[src/rtl/fwd_hazard_ctrl_pkg.sv]
// Shared encodings for the ID-stage forwarding and hazard control slice.
package fwd_hazard_ctrl_pkg;

    // Register-number width of the datapath.
    localparam int REG_AW = 5;

    // Write-back source encodings carried with each pipeline entry.
    localparam logic [1:0] M2R_ALU = 2'b00;
    localparam logic [1:0] M2R_MEM = 2'b01;
    localparam logic [1:0] M2R_PC  = 2'b10;

    // Forward-mux select encodings consumed by the datapath.
    localparam logic [1:0] FWD_REG = 2'b00;
    localparam logic [1:0] FWD_EX  = 2'b01;
    localparam logic [1:0] FWD_MEM = 2'b10;

endpackage

[src/rtl/fwd_hazard_ctrl_select.sv]
// Per-operand forward select and load/link hazard detection.
module fwd_select
    import fwd_hazard_ctrl_pkg::*;
#(
    parameter int AW = REG_AW
) (
    input  logic [AW-1:0] src,
    input  logic          use_src,
    input  logic          ex_valid,
    input  logic [AW-1:0] ex_rd,
    input  logic [1:0]    ex_m2r,
    input  logic          mem_valid,
    input  logic [AW-1:0] mem_rd,
    output logic [1:0]    sel,
    output logic          hazard
);

    logic src_nz;
    logic ex_hit;
    logic mem_hit;

    // Register $0 never matches, even if a stale rd of 0 were marked valid.
    assign src_nz  = (src != '0);
    assign ex_hit  = use_src && src_nz && ex_valid  && (ex_rd  == src);
    assign mem_hit = use_src && src_nz && mem_valid && (mem_rd == src);

    // EX (youngest) wins; an EX load/link result is not ready yet, so it
    // raises a hazard instead of selecting EX.
    always_comb begin
        sel    = FWD_REG;
        hazard = 1'b0;
        if (ex_hit && (ex_m2r == M2R_ALU)) begin
            sel = FWD_EX;
        end else if (mem_hit) begin
            sel = FWD_MEM;
        end
        if (ex_hit && (ex_m2r != M2R_ALU)) begin
            hazard = 1'b1;
        end
    end

endmodule

[src/rtl/fwd_hazard_ctrl.sv]
// Forwarding selects, write-back source and stall/bubble control for ID.
module fwd_hazard_ctrl
    import fwd_hazard_ctrl_pkg::*;
#(
    parameter int REG_AW = fwd_hazard_ctrl_pkg::REG_AW,
    parameter int CNT_W  = 16
) (
    input  logic              clk,
    input  logic              reset,
    input  logic              Hold,
    input  logic              Branch_Flush,
    input  logic [REG_AW-1:0] ID_rs,
    input  logic [REG_AW-1:0] ID_rt,
    input  logic              ID_uses_rs,
    input  logic              ID_uses_rt,
    input  logic              ID_RegWrite,
    input  logic [REG_AW-1:0] ID_Write_reg,
    input  logic [1:0]        ID_MemtoReg,
    output logic [1:0]        ForwardA,
    output logic [1:0]        ForwardB,
    output logic [1:0]        MEM_MemtoReg,
    output logic              Stall,
    output logic              Bubble,
    output logic [CNT_W-1:0]  Stall_count
);

    // Shadow copy of the EX and MEM destination fields.
    logic              ex_valid;
    logic [REG_AW-1:0] ex_rd;
    logic [1:0]        ex_m2r;
    logic              mem_valid;
    logic [REG_AW-1:0] mem_rd;
    logic [1:0]        mem_m2r;

    logic hazard_a;
    logic hazard_b;
    logic hazard;
    logic pipe_stall;

    fwd_select #(.AW(REG_AW)) u_sel_a (
        .src       (ID_rs),
        .use_src   (ID_uses_rs),
        .ex_valid  (ex_valid),
        .ex_rd     (ex_rd),
        .ex_m2r    (ex_m2r),
        .mem_valid (mem_valid),
        .mem_rd    (mem_rd),
        .sel       (ForwardA),
        .hazard    (hazard_a)
    );

    fwd_select #(.AW(REG_AW)) u_sel_b (
        .src       (ID_rt),
        .use_src   (ID_uses_rt),
        .ex_valid  (ex_valid),
        .ex_rd     (ex_rd),
        .ex_m2r    (ex_m2r),
        .mem_valid (mem_valid),
        .mem_rd    (mem_rd),
        .sel       (ForwardB),
        .hazard    (hazard_b)
    );

    assign hazard = hazard_a | hazard_b;

    // A squashed ID instruction never stalls; Hold freezes the front end regardless.
    always_comb begin
        pipe_stall   = hazard && !Branch_Flush;
        Stall        = pipe_stall || Hold;
        Bubble       = hazard || Branch_Flush;
        MEM_MemtoReg = mem_valid ? mem_m2r : M2R_ALU;
    end

    // Advance the shadow pipeline and the stall counter; Hold freezes everything.
    always_ff @(posedge clk) begin
        if (reset) begin
            ex_valid    <= 1'b0;
            ex_rd       <= '0;
            ex_m2r      <= M2R_ALU;
            mem_valid   <= 1'b0;
            mem_rd      <= '0;
            mem_m2r     <= M2R_ALU;
            Stall_count <= '0;
        end else if (!Hold) begin
            mem_valid <= ex_valid;
            mem_rd    <= ex_rd;
            mem_m2r   <= ex_m2r;
            if (Bubble) begin
                ex_valid <= 1'b0;
                ex_rd    <= '0;
                ex_m2r   <= M2R_ALU;
            end else begin
                ex_valid <= ID_RegWrite && (ID_Write_reg != '0);
                ex_rd    <= ID_Write_reg;
                ex_m2r   <= ID_MemtoReg;
            end
            if (pipe_stall && (Stall_count != '1)) begin
                Stall_count <= Stall_count + 1'b1;
            end
        end
    end

endmodule

[config.mk]
export PLATFORM = sky130hd
export DESIGN_NAME = fwd_hazard_ctrl
export DESIGN_NICKNAME = d
export VERILOG_FILES = /design/src/rtl/fwd_hazard_ctrl_pkg.sv /design/src/rtl/fwd_hazard_ctrl_select.sv /design/src/rtl/fwd_hazard_ctrl.sv
export SDC_FILE = /design/constraint.sdc
export NUM_CORES = 1
export LEC_CHECK = 0
export ABC_AREA = 0
export BUFFER_PORTS_ARGS = -buffer_cell sky130_fd_sc_hd__buf_2
export CORE_UTILIZATION = 56
export CTS_CLUSTER_DIAMETER = 30
export DETAILED_ROUTE_END_ITERATION = 10
export PLACE_DENSITY_LB_ADDON = 0.15
export SLEW_MARGIN = 20
export SYNTH_ARGS = -nofsm -noshare
export SYNTH_HDL_FRONTEND = slang
export SYNTH_HIERARCHICAL = 1
export SYNTH_SLANG_ARGS = --single-unit
[constraint.sdc]
create_clock -name clk -period 6.9 [get_ports clk]
set_clock_uncertainty 0.2 [all_clocks]
set_input_delay 1.38 -clock clk [delete_from_list [all_inputs] [get_ports clk]]
set_output_delay 1.38 -clock clk [all_outputs]
set_load 0.02 [all_outputs]
======== Word-level counts from Yosys, hierarchy flattened ========
Index checks and enable logic that the tools add are counted.
word-level totals
  register bits after elaboration ......... 32
  bits of input ports ..................... 24
  output and inout bits ................... 24
  word-level logic and storage cells ...... 51
cells by class
  add/sub/neg operators ................... 1
  equal/unequal tests ..................... 5
  muxes and demuxes ....................... 10
  bitwise operators ....................... 2
  reductions and logical operators ........ 26
operators by type and width
  kind                                                             count
  5-bit equality test                                              4
  1-bit logical AND                                                17
  16-bit by 1-bit adder with 16-bit output, second input constant  1
  16-bit != test, second input constant                            1
  5-bit nonzero test                                               3
  2-bit two-way mux                                                6
  5-bit two-way mux                                                1
  1-bit two-way mux                                                3
  2-bit logical NOT                                                1
  1-bit logical OR                                                 2
  2-bit AND reduction                                              1
  2-bit nonzero test                                               1
  1-bit logical NOT                                                1
  1-bit NOT                                                        1
  1-bit bitwise OR                                                 1

======== Logic depth before layout (Yosys ltp) ========
  depth after elaboration ................. 10
  mapped depth ............................ 9
  depth with buffers taken out ............ 8

======== By module ========
The synthesis kept the hierarchy.
by module, submodules not included
  module           instances  cells each  area each (um^2)  seq. area each (um^2)
  fwd_hazard_ctrl  1          174         1525.2            640.6
  fwd_select       2          21          157.7             0.0

======== Worst setup path after synthesis ========
Ideal clock, no wire load.
  kind .................................... input -> output
  start point ............................. input port ID_rt[1]
  end point ............................... output port Bubble
  data arrival time ....................... 3.029 ns
  data required time ...................... 5.320 ns
  setup slack ............................. 2.291 ns
  cell stages on the path ................. 6
  path buffers ............................ 0
  cell sequence ........................... or4_1 o21ai_2 or4_4 nor2_1 nor3_1 inv_1
between the ends
  word-level cells in the longest chain between the ends .. 8
  elaborated cells on any way between the ends .. 9
  those cells by class .................... eq/ne (1); mux (1); bitwise (1); reduce/logical (6)
ends and longest elaborated chain
  element                          line                          source
  start, declared                  fwd_hazard_ctrl.sv:13         input logic [REG_AW-1:0] ID_rt,
  5-bit nonzero test               fwd_hazard_ctrl_select.sv:23  assign src_nz = (src != '0);
  1-bit logical AND (2 in series)  fwd_hazard_ctrl_select.sv:24  assign ex_hit = use_src && src_nz && ex_valid && (ex_rd == src);
  1-bit logical AND *              fwd_hazard_ctrl_select.sv:24
  1-bit logical AND *              fwd_hazard_ctrl_select.sv:37  if (ex_hit && (ex_m2r != M2R_ALU)) begin
  1-bit two-way mux *              fwd_hazard_ctrl_select.sv:37
  via hazard_b                     fwd_hazard_ctrl.sv:36         logic hazard_b;
  1-bit bitwise OR *               fwd_hazard_ctrl.sv:64         assign hazard = hazard_a | hazard_b;
  1-bit logical OR *               fwd_hazard_ctrl.sv:70         Bubble = hazard || Branch_Flush;
  end, declared                    fwd_hazard_ctrl.sv:23         output logic Bubble,
The timed path passes the listed nets; every way through them passes the cells marked *.

======== Worst setup path in the final report ========
Same ends and word-level chain as after synthesis.

==> results.md <==
* I/O Pins at 48
* Synthesis warning total at 6
* Post-synth top flop: dfxtp_1
* Worst setup margin at slightly below 2 ns
* Worst-Margin Slew at 0.845 ns
* Port bufs at between 40 and 50
* Clk sink count at 32
* Final #Nets at ~290
* Pre-CTS setup slack at about 1.9 ns
* Xor/xnor share of the synthesized area at 0.0952
* CP startpoint kind: input port
* Hold Crit Class: reg -> reg
* Hold Path Depth at 2
* Status: completed
* Hold-fix buffers at CTS at 0
* Die Ht at slightly below 60 um
* Worst Path Required at about 5.3 ns
* Ant diodes at 0
* WS Path Type: in -> out
* Largest family of logic cells by synthesized area: simple AND/OR/NAND/NOR gates
* Vias in the first global route at 1596
* Rows at 20
* Leak Pwr at ~0.84 nW
* Hold path start: mem_m2r[0]
* Hold_ws at about 0.3 ns
* Setup TNS at 0 ns
* Pwr dens at 162 nW/um^2
* Logic pwr share at 0.098
* Drt drc at 0
* WL final at approximately 3.9 mm
* CTS clk-pin slew, worst paths at about 0.10 ns
* Cts repair resizes at 0
* Syn Nets at roughly 240
* # setup viols final at 0
* Crit path DAT at roughly 3.4 ns
* H-tree lvl count at 2
* CTS Buffer Depth at 2
* P&R area growth vs syn at 16.2%
* Die Footprint at between 3000 and 4000 sq um
* Netlist cell types at 36
* First-pass GRT wire length at just under 7 mm
* Min Tclk post-route at between 4 and 5 ns
* Max VDD drop at 0.000112 V
* Design area at approximately 2100 sq um
* Syn Area/Cell at around 8.5 sq um
* Net switching power at about 0.086 mW
* Internal at between 0.2 and 0.3 mW
* Fmax at 0.201 GHz
* TritonRoute pass-1 iters at 4
* CP max FO at 9
* All-layer global routing usage at 0.256
* Post-CTS Setup Inserts at 0
* Die X at 59.3 um
* Synth Area in Adders at 0.00680
* Mux share of post-synthesis cell area at 0.0918
* Avg WL per Cell at between 10 and 15 um
* Detail Route Antenna Nets at 0
* Synthesized instance count at ~220
* DRT iter0 DRCs at just under 80
* CP Capture Type: primary output
* Pin count of the biggest net entering global routing at ~40
* Slew HR at 0.432
* Dpl hpwl at between 2 and 3 mm
* Grt ovf at 0
* Max Slew Vio Count at 0
* Via-per-instance ratio at between 5 and 6
* RSZ-0062 raised after global routing: no
* Post-synth EDFFs at 0
* Reg-to-reg endpoint: Stall_count[15]
* Vias post-DR at ~1700
* Seq cells post-synth at 32
* Share of flip-flops with an asynchronous set or reset at 0
* Number of buffers created by CTS at 5
* Initial antenna violation count at 0
* Root buffer cell: clkbuf_4
* Reg-to-reg critical path startpoint: ex_rd[1]
* Final Hold Viols at 0
* Clk_lat worst skew at about 0.34 ns
* Final Cycle Share at 0.719
* R2r worst-path depth at 8
* Starting density of the core at 0.598
* Reg-to-reg slack, setup at just under 4 ns
* Synth Area in Compound Gates at 0.104
* Clock share of power at 0.351
* Core area at 3080 sq um
* Synthesized area at about 1800 sq um
* Seq pwr share at 0.551
* Routability Congestion at 0.765
* Sequential share of the synthesized area at 0.348
* CTS tree: built
* Max-cap viol count at 0
* Simple-Gate Fraction of Synth Area at 0.317
* Sw Ratio at 0.249
* Hold endpoint: mem_m2r[0]
* # fillers at between 200 and 300
* Cell Area, Placed at 2070 sq um
* Share of layout cells above drive strength 1 at 0.269
## worst max path at each step
stage | startpoint | slack, ns | to | depth (start not counted)
6_report | ID_rt[1] | 1.94 | Bubble | 8
5_1_grt | ID_rt[1] | 1.68 | Bubble | 8
4_1_cts | ID_rt[1] | 1.92 | Bubble | 8
3_5_place_dp | ID_rt[1] | 1.93 | Bubble | 8
3_3_place_gp | ID_rt[1] | 1.97 | Bubble | 8
2_1_floorplan | ID_rt[1] | 2.29 | Bubble | 6
## Yosys cell counts, drive strengths merged, types with 2 or more instances
cell type / n / area share
nand4: 10 / 0.037
o21ai: 5 / 0.018
nor2: 23 / 0.047
nand3: 11 / 0.030
dfxtp: 32 / 0.35
nor2b: 7 / 0.024
mux2i: 9 / 0.049
o31ai: 7 / 0.029
xnor2: 16 / 0.076
inv: 2 / 0.0041
xor2: 4 / 0.019
or3: 2 / 0.0095
nor4: 8 / 0.035
and2: 3 / 0.010
mux2: 7 / 0.043
o31a: 2 / 0.0095
a21oi: 16 / 0.044
or4: 13 / 0.059
nand2b: 2 / 0.0068
clkbuf: 6 / 0.012
buf: 4 / 0.019
nand2: 16 / 0.033
nor3: 5 / 0.014
## layer usage
metal	share of wire	GRT usage	vias to the layer above
li1	-	-	881
met1	0.46	0.301	790
met2	0.48	0.430	41
met3	0.039	0.0502	9
met4	0.021	0.150	0
met5	0	0	-
## worst max-delay path: stages
cell and delay (ns):
buf_2 0.12, or4_1 0.55, o21ai_2 0.16, or4_4 0.16, nor2_1 0.05, nor3_1 0.70, inv_1 0.08, buf_2 0.18
## power by group through the flow
stage | Clock (mW) | Sequential, mW | Combinational (mW)
CTS | 0.124 | 0.191 | 0.0340
floorplan | 0 | 0.194 | 0.0212
global route | 0.133 | 0.191 | 0.0377
global placement | 0 | 0.195 | 0.0334
finish | 0.122 | 0.191 | 0.0339
detailed placement | 0 | 0.195 | 0.0338
## layout make-up
cell class                 instances  area [sq um]  share of cell area
tap                               44          55.1              0.0257
multi-input combinational        171          1130               0.529
inverter                           3          11.3             0.00527
sequential                        32           641               0.300
clock buffer                       7          65.1              0.0304
timing repair buffer              47           235               0.110
## logic make-up (layout without fill, tap and decap cells)
logic type,Yosys count,count (layout)
and+or+nand+nor,103,103
DFF,32,32
AOI/OAI and AO/OA,31,31
adders and majority gates,1,1
muxes,16,16
buffers and inverters,13,57
xor gates and xnor gates,20,20
## state kept, by name, indices dropped and copies added, names as in the netlist
signal,cells
ex_valid,1
ex_rd,5
Stall_count,16
mem_valid,1
ex_m2r,2
mem_rd,5
mem_m2r,2
## stage by stage
step                      utilization  std cells  power, mW
after CTS                       0.695        304      0.349
after floorplan                     -        216      0.215
after detailed placement        0.674        297      0.229
after global routing            0.695        304      0.363
after global placement          0.674        297      0.229
final                           0.695        304      0.346
## cells in the final DEF (no fill, tap or decap), drive strengths merged, types with 9 or more instances in the layout
master / count
xnor2: 16
nand2: 16
dfxtp: 32
nand3: 11
or4: 13
nor2: 23
nand4: 10
mux2i: 9
a21oi: 16
buf: 47
No activity file was read; power rests on OpenSTA's default activity.
